<file path="src/rtl/fetch_unit.sv">
// fetch_unit: instruction fetch stage feeding uCISC decode/execute.
// Reads an instruction word and its immediate from consecutive addresses of a
// synchronous block memory (one-cycle read latency), then presents the pair
// over a valid/ready handshake. A redirect from downstream reloads the fetch
// PC and discards any partially fetched pair.
// Optional feature macro: FETCH_COUNT_EN adds the fetch_count output, a
// 16-bit wrapping count of accepted transfers.
module fetch_unit #(
  parameter logic [15:0] RESET_PC    = 16'h0000,
  parameter int          MEM_LATENCY = 1
) (
  input  logic        clock_input,
  input  logic        reset,
  output logic [15:0] mem_read_address,
  output logic        mem_read_enable,
  input  logic [15:0] mem_read_data,
  input  logic        redirect_valid,
  input  logic [15:0] redirect_pc,
  output logic        out_valid,
  input  logic        out_ready,
  output logic [15:0] out_instruction,
  output logic [15:0] out_immediate,
  output logic [15:0] out_pc,
  output logic [15:0] pc_peek,
`ifdef FETCH_COUNT_EN
  output logic [15:0] fetch_count,
`endif
  output logic [1:0]  state_peek
);

  // The capture schedule below assumes data arrives exactly one cycle after the address.
  generate
    if (MEM_LATENCY != 1) begin : g_bad_latency
      $error("fetch_unit: MEM_LATENCY must be 1");
    end
  endgenerate

  typedef enum logic [1:0] {
    S_INST  = 2'd0,
    S_IMM   = 2'd1,
    S_HOLD  = 2'd2,
    S_VALID = 2'd3
  } state_t;

  // 16-bit wrapping address/counter increment.
  function automatic logic [15:0] wrap_add(input logic [15:0] base, input logic [15:0] inc);
    return base + inc;
  endfunction

  state_t      state_r, state_nxt_s, fsm_state_s;
  logic [15:0] pc_r, pc_nxt_s, fsm_pc_s;
  logic [15:0] mem_addr_s;
  logic        mem_en_s;
  logic        cap_inst_s, cap_imm_s, set_valid_s, clr_valid_s;
  logic        fsm_cap_inst_s, fsm_cap_imm_s, fsm_set_valid_s, fsm_clr_valid_s;
  logic        accept_s;
  logic        out_valid_r;
  logic [15:0] out_instruction_r, out_immediate_r, out_pc_r;

  // Handshake completion; a simultaneous redirect still counts the transfer as accepted.
  assign accept_s = out_valid_r & out_ready;

  // Next-state, memory strobe and capture enables; redirect overrides the sequencing.
  always_comb begin
    fsm_state_s     = state_r;
    fsm_pc_s        = pc_r;
    mem_addr_s      = pc_r;
    mem_en_s        = 1'b0;
    fsm_cap_inst_s  = 1'b0;
    fsm_cap_imm_s   = 1'b0;
    fsm_set_valid_s = 1'b0;
    fsm_clr_valid_s = 1'b0;
    case (state_r)
      S_INST: begin
        mem_en_s    = 1'b1;
        fsm_state_s = S_IMM;
      end
      S_IMM: begin
        mem_addr_s     = wrap_add(pc_r, 16'd1);
        mem_en_s       = 1'b1;
        fsm_cap_inst_s = 1'b1;
        fsm_state_s    = S_HOLD;
      end
      S_HOLD: begin
        fsm_cap_imm_s   = 1'b1;
        fsm_set_valid_s = 1'b1;
        fsm_state_s     = S_VALID;
      end
      S_VALID: begin
        if (out_ready) begin
          fsm_pc_s        = wrap_add(pc_r, 16'd2);
          fsm_clr_valid_s = 1'b1;
          fsm_state_s     = S_INST;
        end else begin
          fsm_state_s = S_VALID;
        end
      end
      default: begin
        fsm_state_s = S_INST;
      end
    endcase

    if (redirect_valid) begin
      state_nxt_s = S_INST;
      pc_nxt_s    = redirect_pc;
      cap_inst_s  = 1'b0;
      cap_imm_s   = 1'b0;
      set_valid_s = 1'b0;
      clr_valid_s = 1'b1;
    end else begin
      state_nxt_s = fsm_state_s;
      pc_nxt_s    = fsm_pc_s;
      cap_inst_s  = fsm_cap_inst_s;
      cap_imm_s   = fsm_cap_imm_s;
      set_valid_s = fsm_set_valid_s;
      clr_valid_s = fsm_clr_valid_s;
    end
  end

  // State and fetch PC registers.
  always_ff @(posedge clock_input or negedge reset) begin
    if (!reset) begin
      state_r <= S_INST;
      pc_r    <= RESET_PC;
    end else begin
      state_r <= state_nxt_s;
      pc_r    <= pc_nxt_s;
    end
  end

  // Output pair registers; they only load while out_valid is low, so a stalled pair stays put.
  always_ff @(posedge clock_input or negedge reset) begin
    if (!reset) begin
      out_valid_r       <= 1'b0;
      out_instruction_r <= 16'h0000;
      out_immediate_r   <= 16'h0000;
      out_pc_r          <= RESET_PC;
    end else begin
      if (cap_inst_s) begin
        out_instruction_r <= mem_read_data;
      end else begin
        out_instruction_r <= out_instruction_r;
      end
      if (cap_imm_s) begin
        out_immediate_r <= mem_read_data;
        out_pc_r        <= pc_r;
      end else begin
        out_immediate_r <= out_immediate_r;
        out_pc_r        <= out_pc_r;
      end
      if (clr_valid_s) begin
        out_valid_r <= 1'b0;
      end else if (set_valid_s) begin
        out_valid_r <= 1'b1;
      end else begin
        out_valid_r <= out_valid_r;
      end
    end
  end

`ifdef FETCH_COUNT_EN
  logic [15:0] fetch_count_r;

  // Accepted-transfer counter; redirects leave it alone.
  always_ff @(posedge clock_input or negedge reset) begin
    if (!reset) begin
      fetch_count_r <= 16'h0000;
    end else if (accept_s) begin
      fetch_count_r <= wrap_add(fetch_count_r, 16'd1);
    end else begin
      fetch_count_r <= fetch_count_r;
    end
  end

  assign fetch_count = fetch_count_r;
`endif

  assign mem_read_address = mem_addr_s;
  assign mem_read_enable  = mem_en_s;
  assign out_valid        = out_valid_r;
  assign out_instruction  = out_instruction_r;
  assign out_immediate    = out_immediate_r;
  assign out_pc           = out_pc_r;
  assign pc_peek          = pc_r;
  assign state_peek       = state_r;

endmodule
</file>
<file path="config.mk">
export PLATFORM = sky130hd
export DESIGN_NAME = fetch_unit
export DESIGN_NICKNAME = d
export VERILOG_FILES = /design/src/rtl/fetch_unit.sv
export SDC_FILE = /design/constraint.sdc
export NUM_CORES = 1
export LEC_CHECK = 0
export ABC_AREA = 1
export ABC_CLOCK_PERIOD_IN_PS = 3900
export CAP_MARGIN = 20
export CELL_PAD_IN_SITES_DETAIL_PLACEMENT = 0
export CELL_PAD_IN_SITES_GLOBAL_PLACEMENT = 1
export CORE_MARGIN = 2
export CORE_UTILIZATION = 34
export CTS_CLUSTER_SIZE = 20
export DETAILED_ROUTE_END_ITERATION = 10
export GPL_TIMING_DRIVEN = 1
export PLACE_DENSITY = 0.83
export SKIP_LAST_GASP = 1
export SYNTH_ARGS = -nofsm -noshare
export SYNTH_HDL_FRONTEND = slang
export SYNTH_SLANG_ARGS = --single-unit
</file>
<file path="constraint.sdc">
create_clock -name clock_input -period 3.9 [get_ports clock_input]
set_input_delay 0.39 -clock clock_input [delete_from_list [all_inputs] [get_ports clock_input]]
set_output_delay 0.39 -clock clock_input [all_outputs]
set_load 0.01 [all_outputs]
</file>
# Word-level counts from Yosys, hierarchy flattened

Index checks and enable logic that the tools add are counted.

Add/subtract/negate cells: 2
Equal/unequal tests: 3
Mux-type cells: 17
Reductions and logical operators: 6

Operators with widths:

| kind                                          | number |
|---|---|
| two-way mux 16 bit                            | 4 |
| adder 16 x 1 -> 16 bit, second input constant | 1 |
| adder 16 x 2 -> 16 bit, second input constant | 1 |
| two-way mux 1 bit                             | 10 |
| one-hot mux 2 bit (4 select lines)            | 1 |
| nonzero test 2 bit                            | 3 |
| == test 2 bit, second input constant          | 2 |
| two-way mux 2 bit                             | 2 |
| == test 2 x 1 -> 1 bit, second input constant | 1 |
| logical NOT 2 bit                             | 1 |
| AND reduction 2 bit                           | 1 |
| OR reduction 2 bit                            | 1 |

Register bits after elaboration: 67
Input port bits: 36

# Logic depth before layout (Yosys ltp)

Gate-level depths: netlist (run 1).

Word-level depth: 5
Depth in mapped cells: 9
Depth with buffers taken out: 9

# Worst setup path after synthesis (run 1)

No wires, ideal clock.

Path kind: input to output
From: input pc_peek[2]
To: output mem_read_address[7]
Arrival: 1394 ps
Slack: 2116 ps
Cell stages on the path: 8
Buffers on the path: 0
Cells stage by stage: dfrtp_1 > ha_1 > nand2_1 > nor2_2 > nand2_1 > nor2_4 > nand2_2 > a22oi_1

Cells in the longest elaborated chain, start to end: 2

Ends and longest elaborated chain:

| what                   | RTL line | source |
|---|---|---|
| start: declaration     | 24       | `output logic [15:0] pc_peek,` |
| adder 16 x 1 -> 16 bit | 47       | `return base + inc;` |
| two-way mux 16 bit     | 73       | `case (state_r)` |
| end: declaration       | 14       | `output logic [15:0] mem_read_address,` |

No other way between the ends.

# Worst setup path after layout (run 1)

From: input pc_peek[2]
To: output mem_read_address[13]

The elaborated chain is that of the path after synthesis.

==> qor.yml, run 1 <==
outcome: "finished, final reports clean"
final_cell_mix: "129 x nand2_1, 118 x clkdlybuf4s50_1, 67 x dfrtp_1"
p_comb_share_pct: 32.7
crit_path_start_kind: "flop"
p_switching_uw: 798
firstDrtPassIters: 4
ys.warnings.count: 0
antenna_cells: 0
worstSetupPathType: "reg2out"
r2r-end: "out_immediate[1]$_DFFE_PN0P_"
rr_worst_depth: 4
final_area_mm2: 0.00482
ir_worst_vdd_mv: 0.225
crit_fanout: 6
period_minus_slack_ns: 2.85
synth.distinct_cells: 32
dp_cells: 639
crit_path_start: "pc_peek[2]$_DFFE_PN0P_"
final_common_cell: "nand2_1"
clk_pin_slew_ns: 0.07
max_freq_mhz: 351
grt_pass1_vias: 3022
internal-power_mw: 1.84
swShare_pct: 30.3
tns_ns: 0
seqPwrFrac_pct: 37.9
finalCritPeriodShare_pct: 73.0
die_x_um: 102
synth.top_cell.area_share_pct: 50.8
cp-endpoint: "mem_read_address[13]"
min_path_type: "in2async"
post-dp-hpwl_um: 6780
post-cts-setup-buffers: 0
coreArea_mm2: 0.00933
skew_ns: 0.00908
cts_htree_levels: 3
cp.required_ns: 3.51
die-height_um: 102
end_kind: "output port"
synth_area_mm2: 0.00330
synth.area.top_cells: "dfrtp_1 51%, nand2_1 15%, o21ai_1 4.9%"
io_pins: 120
placed_cell_area_mm2: 0.00456
antenna_found_initial: 0
ys_ff_latch: 67
hold_viol_final: 0
initial_core_util_pct: 35.4
slew-limit-headroom_pct: 52.2
tightest_slew_ns: 0.716
synth_cells: 402
clk_latency_ns: 0.34
reg2reg_from: "state_peek[1]$_DFF_PN0_"
drv_cap: 0
fin_nets: 559
hold_buffers: 0
track_usage_pct: 18.1
yosysSeqAreaShare_pct: 50.8
syn_avg_cell_area_um2: 8.20
routed_wl_um: 9270
cp_data_arrival_time_ns: 2.46
clock-sinks: 67
final_cells: 655
antenna_left: 0
die_area_mm2: 0.0105
final_util_pct: 51.7
grt_overflow: 0
area_growth_pct: 46.3
cts_buffers: 9
clk_path_buf_depth: 2
cts_root_buffer: "clkbuf_8"
row_count: 35
avgViaCountPerCell: 4.68
place_congestion: 0.823
port_buffers: 119
syn_nets: 440
drc: 0
drive_gt1_share_pct: 7.79
fillCellCount: 889
rrSetupSlack_ns: 2.03
power.share.clock_pct: 29.4
setup_viol: 0
drtIter0Drc: 157
cts_tree: "built"
cellPowerDensity_mw_per_mm2: 546
vias: 3068
ctsResizeCount: 0
whs_ns: 0.100
synth_top_cell_by_area: "dfrtp_1"
drv_slew: 0
grt_pass1_wl_um: 14800
rsz0062_at_grt: "false"
grt_max_degree: 36
post_drt_wl_per_cell_um: 14.2
p_leak_nw: 2.24
-- synthesized netlist by cell type --
cell type	instances
nand2_1	129
dfrtp_1	67
inv_1	42
o21ai_1	32
o21ai_0	31
nor2_1	23
nand3_1	18
xor2_1	9
buf_6	6
nand2_2	5
inv_2	4
nor2_2	4
a21oi_1	3
clkbuf_1	3
nand4_1	3
buf_2	2
buf_4	2
ha_1	2
nand2_4	2
nor2_4	2
o211ai_1	2
a21oi_2	1
a22oi_1	1
a31oi_1	1
and3_1	1
clkbuf_2	1
nand3_2	1
nand3_4	1
nor2_8	1
nor3_4	1
o221ai_1	1
xnor2_1	1
-- state kept, by name, summed over array words and instances (netlist names) --
name	flops
out_immediate	16
out_instruction	16
out_pc	16
out_valid	1
pc_peek	16
state_peek	2
-- cells by family after synthesis --
group | after synthesis | share of synthesized area [%]
fa+ha+maj | 2 | 0.759
buf+inv | 60 | 8.54
xor+xnor | 10 | 2.66
simple gates | 191 | 25.8
flops | 67 | 50.8
compound gates | 72 | 11.4
-- power groups by stage --
stage / Clock [mW] / Sequential (mW) / Combinational [mW]
global route: 0.816 / 1.02 / 0.950
global placement: 0 / 1.01 / 0.853
detailed placement: 0 / 1.01 / 0.867
CTS: 0.791 / 0.999 / 0.872
floorplan: 0 / 1.07 / 0.271
finish: 0.773 / 0.999 / 0.862
-- final cells by class --
cell class | count | area [µm²] | share of cell area (%)
sequential | 67 | 1680 | 34.8
clock buffer | 10 | 128 | 2.65
clock inverter | 6 | 138 | 2.85
tap | 129 | 161 | 3.35
timing repair buffer | 122 | 1210 | 25.1
inverter | 46 | 173 | 3.58
multi-input combinational | 275 | 1340 | 27.8
-- worst max-delay path, cell delays in order (launching register included) --
cell	delay (ns)
dfrtp_1	0.47
ha_1	0.26
nand2_1	0.08
nor2_2	0.20
nand2_1	0.16
nor2_4	0.12
nand2_2	0.07
nor2_1	0.10
nand2_1	0.06
nand2_1	0.07
clkdlybuf4s50_1	0.54
-- layer usage --
| layer | part of all wire [%] | wire [µm] | vias to the layer above | global-route usage, % |
|---|---|---|---|---|
| met5 | 0 | 0 | - | 0 |
| met4 | 1.8 | 166 | 0 | 7.49 |
| met3 | 10 | 933 | 16 | 4.41 |
| met2 | 43 | 3960 | 150 | 27.0 |
| met1 | 45 | 4220 | 1392 | 25.2 |
| li1 | - | - | 1510 | - |
-- worst min-delay path by stage --
stage | end | from | slack (ns) | cells after the start
6_report | out_instruction[2]$_DFFE_PN0P_ | reset | 0.10 | 1
5_1_grt | out_instruction[2]$_DFFE_PN0P_ | reset | 0.14 | 1
4_1_cts | out_immediate[7]$_DFFE_PN0P_ | reset | 0.11 | 1
3_5_place_dp | out_valid$_DFFE_PN0P_ | out_valid$_DFFE_PN0P_ | 0.47 | 2
3_3_place_gp | out_valid$_DFFE_PN0P_ | out_valid$_DFFE_PN0P_ | 0.45 | 2
2_1_floorplan | out_immediate[0]$_DFFE_PN0P_ | reset | 0.09 | 0
-- per-stage QoR --
step | total power, mW | setup slack [ns]
3_5_place_dp | 1.88 | 1.32
2_1_floorplan | 1.34 | 2.12
5_1_grt | 2.79 | 0.911
3_3_place_gp | 1.86 | 1.34
4_1_cts | 2.66 | 1.05
6_report | 2.63 | 1.05
Note: power is estimated with default switching activity, not from simulation.
==> run 2, diff against run 1 <==
ABC_CLOCK_PERIOD_IN_PS = 2900   (was 3900)
CORE_UTILIZATION = 32   (was 34)
PLACE_DENSITY = 0.79   (was 0.83)
clock period = 2.9 ns   (was 3.9 ns; I/O delays follow)
==> run 2 against run 1 <==
  * Non-clock buffer count rose by 1
  * Worst setup slack got worse by 0.79 ns
  * Final cell count rose by 1.2%
  * Largest cell class unchanged
==> qor.yml, run 2 (synthesis gave the netlist of run 1 again) <==
outcome: "finished, final reports clean"
routed_wl_um: 9310
grt_overflow: 0
ctsResizeCount: 0
swShare_pct: 30.6
final_util_pct: 47.7
drv_slew: 0
tns_ns: 0
multi_input_area_mm2: 0.00134
crit_fanout: 6
cts_htree_levels: 3
power.share.clock_pct: 28.0
cp.required_ns: 2.61
fillCellCount: 992
finalCritPeriodShare_pct: 91.1
p_switching_mw: 1.06
rr_worst_depth: 4
place_congestion: 0.823
vias: 3022
cts_root_buffer: "clkbuf_8"
slew-limit-headroom_pct: 67.0
avgViaCountPerCell: 4.56
row_count: 37
hold_viol_final: 0
clk_pin_slew_ns: 0.07
p_total_mw: 3.47
drtIter0Drc: 133
port_buffers: 119
skew_ns: 0.00897
clk_latency_ns: 0.35
cts_tree: "built"
fin_nets: 560
die_area_mm2: 0.0111
firstDrtPassIters: 4
post-dp-hpwl_um: 6720
initial_core_util_pct: 32.4
drc: 0
tightest_slew_ns: 0.493
die-height_um: 106
clock-sinks: 67
clk_path_buf_depth: 2
worstSetupPathType: "reg2out"
p_leak_nw: 2.25
min_path_type: "in2async"
drv_cap: 0
internal-power_mw: 2.41
cellPowerDensity_mw_per_mm2: 715
seqPwrFrac_pct: 38.5
whs_ns: 0.302
antenna_found_initial: 0
grt_pass1_wl_um: 15300
coreArea_mm2: 0.0102
track_usage_pct: 17.4
antenna_left: 0
io_pins: 120
setup_viol: 0
crit_path_start_kind: "flop"
rsz0062_at_grt: "false"
cts_buffers: 9
grt_pass1_vias: 2962
period_minus_slack_ns: 2.64
max_freq_mhz: 378
end_kind: "output port"
p_comb_share_pct: 33.5
ir_worst_vdd_mv: 0.255
post_drt_wl_per_cell_um: 14.0
drive_gt1_share_pct: 7.97
final_cell_mix: "129 x nand2_1, 118 x clkdlybuf4s50_1, 67 x dfrtp_1"
register_area_mm2: 0.00168
die_x_um: 106
grt_max_degree: 64
final_common_cell: "nand2_1"
antenna_cells: 0
cp_data_arrival_time_ns: 2.35
area_growth_pct: 47.2
[run 2: changes by cell type in the layout (fill, tap and decap cells not counted)]
cell	previous run	this run
clkinv_2	0	1
clkbuf_1	1	0
clkbuf_8	9	10
bufinv_16	4	3
buf_4	3	1
buf_12	0	2
dlygate4sd3_1	0	1
[run 2: final cells by class]
cell class	count	area share [%]
Tap cell	136	3.51
Clock buffer	10	2.84
Sequential cell	67	34.5
Timing Repair Buffer	123	25.6
Multi-Input combinational cell	275	27.6
Clock inverter	6	2.32
Inverter	46	3.56
[run 2: critical path: stages (launching register included)]
cell and delay [ns]:
dfrtp_1 0.45, ha_1 0.27, nand2_1 0.08, nor2_2 0.16
nand2_1 0.14, nor2_4 0.11, nand2_2 0.06, nor2_1 0.09
nand2_1 0.05, nand2_1 0.06, clkdlybuf4s50_1 0.53
[run 2: final timing paths]
path                                              start                           end  slack, ns
worst max-delay path             pc_peek[2]$_DFFE_PN0P_          mem_read_address[13]       0.26
worst min-delay path                              reset  out_immediate[3]$_DFFE_PN0P_       0.30
worst max register to register  state_peek[1]$_DFF_PN0_        out_pc[10]$_DFFE_PN0P_       1.25
worst min register to register    out_valid$_DFFE_PN0P_         out_valid$_DFFE_PN0P_       0.47
max in group asynchronous                         reset         out_pc[4]$_DFFE_PN0P_       2.02
min in group clock_input          out_valid$_DFFE_PN0P_         out_valid$_DFFE_PN0P_       0.47
[run 2: per-layer routing]
layer	track usage (%)	wire (µm)	share of wire, %
met5	0	0	0
met4	6.67	121	1.3
met3	3.71	593	6.4
met2	25.9	4030	43
met1	24.9	4570	49
[run 2: power by group through the flow]
stage	logic [mW]	clock network (mW)	registers [mW]
floorplan	0.364	0	1.44
global placement	1.16	0	1.35
detailed placement	1.17	0	1.36
CTS	1.18	0.995	1.34
global route	1.27	1.05	1.37
finish	1.16	0.971	1.34
[run 2: through the flow]
step | setup WS [ns] | std cells | instance area (µm²)
detailed placement | 0.645 | 646 | 4590
CTS | 0.242 | 663 | 4850
finish | 0.258 | 663 | 4850
global route | 0.0416 | 663 | 4850
floorplan | 1.22 | 402 | 3300
global placement | 0.684 | 646 | 4590
[run 2: timing repair]
item	CTS	global route
hold buffers	1	0
setup endpoints to repair	0	0
hold endpoints to repair	4	0
setup buffers	0	0
==> run 3, diff against run 2 <==
==> constraint.sdc (replaced) <==
create_clock -name clock_input -period 2.9 [get_ports clock_input]
set_input_delay 0.435 -clock clock_input [delete_from_list [all_inputs] [get_ports clock_input]]
set_output_delay 0.435 -clock clock_input [all_outputs]
set_load 0.01 [all_outputs]
==> run 3 against run 2 <==
  * Register-to-register slack gained 0.12 ns
  * Core utilization shrank 0.33 points
  * Flip-flop and latch count is the same
  * Global-route usage shrank 0.14 points
  * Critical path depth is the same
  * Routed wire length shrank 0.13%
  * Cell area shrank 0.70%
  * Largest cell class unchanged
  * Clock power shrank 21%
  * Non-clock buffer count grew 4
  * Total power shrank 5.5%
  * Maximum frequency shrank 2.4%
  * Via count grew 0.96%
==> qor.yml, run 3 (synthesis gave the netlist of run 1 again) <==
outcome: "finished, final reports clean"
initial_core_util_pct: 32.4
min_path_type: "in2async"
grt_max_degree: 36
fin_ws_ns: 0.193
area_growth_pct: 46.1
period_minus_slack_ns: 2.71
antenna_cells: 0
hold_viol_final: 0
io_pins: 120
port_buffers: 119
cp.required_ns: 2.47
firstDrtPassIters: 5
track_usage_pct: 17.3
grt_pass1_vias: 2969
internal-power_mw: 2.22
worstSetupPathType: "reg2out"
placed_cell_area_mm2: 0.00460
crit_path_start_kind: "flop"
setup_viol: 0
slew-limit-headroom_pct: 50.6
tightest_slew_ns: 0.741
die_area_mm2: 0.0111
cts_root_buffer: "clkbuf_8"
row_count: 37
avgViaCountPerCell: 4.57
p_switching_mw: 1.06
fin_nets: 564
dp_slack_ns: 0.471
post-dp-hpwl_um: 6910
die-height_um: 106
ir_worst_vdd_mv: 0.255
final_common_cell: "nand2_1"
dp_cells: 648
skew_ns: 0.00827
drc: 0
clk_latency_ns: 0.34
cp_data_arrival_time_ns: 2.27
vias: 3051
seqPwrFrac_pct: 40.5
drv_cap: 0
finalCritPeriodShare_pct: 93.3
power.share.clock_pct: 23.3
die_x_um: 106
routed_wl_um: 9300
p_total_mw: 3.28
grt_pass1_wl_um: 15200
cts_htree_levels: 3
clk_pin_slew_ns: 0.08
antenna_found_initial: 0
final_cells: 667
p_leak_nw: 2.23
crit_fanout: 5
p_comb_share_pct: 36.2
drtIter0Drc: 159
place_congestion: 0.826
rsz0062_at_grt: "false"
final_cell_mix: "129 x nand2_1, 118 x clkdlybuf4s50_1, 66 x dfrtp_1"
end_kind: "output port"
grt_overflow: 0
final_area_mm2: 0.00482
cts_tree: "built"
max_freq_mhz: 369
tns_ns: 0
post_drt_wl_per_cell_um: 13.9
cellPowerDensity_mw_per_mm2: 681
cts_buffers: 9
coreArea_mm2: 0.0102
antenna_left: 0
swShare_pct: 32.3
drv_slew: 0
hold_buffers: 0
clock-sinks: 67
clk_path_buf_depth: 2
drive_gt1_share_pct: 9.04
-- run 3: worst paths after layout --
path                                               from                             end  slack (ns)  depth (start not counted)
worst max-delay path             pc_peek[1]$_DFFE_PN0P_            mem_read_address[13]        0.19                         10
worst min-delay path                              reset    out_immediate[3]$_DFFE_PN0P_        0.15                          1
worst max register to register  state_peek[1]$_DFF_PN0_  out_instruction[7]$_DFFE_PN0P_        1.37                          4
worst min register to register    out_valid$_DFFE_PN0P_           out_valid$_DFFE_PN0P_        0.48                          2
max in group asynchronous                         reset          pc_peek[2]$_DFFE_PN0P_        2.08                          2
min in group clock_input          out_valid$_DFFE_PN0P_           out_valid$_DFFE_PN0P_        0.48                          2
-- run 3: per-stage QoR --
step	utilization, %	hold slack, ns
after global routing	47.3	0.191
after CTS	47.0	0.166
after detailed placement	45.1	0.465
final	47.3	0.155
after floorplan	-	0.139
after global placement	45.1	0.458
-- run 3: layout make-up --
class	instances	area [µm²]
Clock inverter	6	65.1
Fill cell	1036	5370
Tap cell	136	170
Multi-Input combinational cell	275	1350
Timing Repair Buffer	127	1260
Inverter	46	173
Clock buffer	10	128
Sequential cell	67	1680
-- run 3: metal layers --
metal / global-route usage [%] / routed length (µm)
met1: 23.7 / 4430
met2: 27.6 / 4180
met3: 4.70 / 624
met4: 3.38 / 68
met5: 0 / 0
-- run 3: timing repair --
action / CTS / global route
setup buffers: 0 / 3
setup endpoints to repair: 0 / 4
resized for setup: 0 / 3
-- run 3: critical path, cell delays in order, from the launching register on --
cell and delay, ns:
dfrtp_1 0.42, ha_2 0.24, nand2_1 0.10, nor2_4 0.14
nand2_1 0.12, nor2_4 0.11, nand2_2 0.06, nor2_1 0.09
nand2_1 0.05, nand2_1 0.06, clkdlybuf4s50_1 0.53
-- run 3: power groups by stage --
stage	Sequential [mW]	Combinational, mW	Clock [mW]
floorplan	1.44	0.364	0
global route	1.36	1.29	0.840
detailed placement	1.35	1.18	0
finish	1.33	1.19	0.765
CTS	1.33	1.18	0.796
global placement	1.34	1.17	0
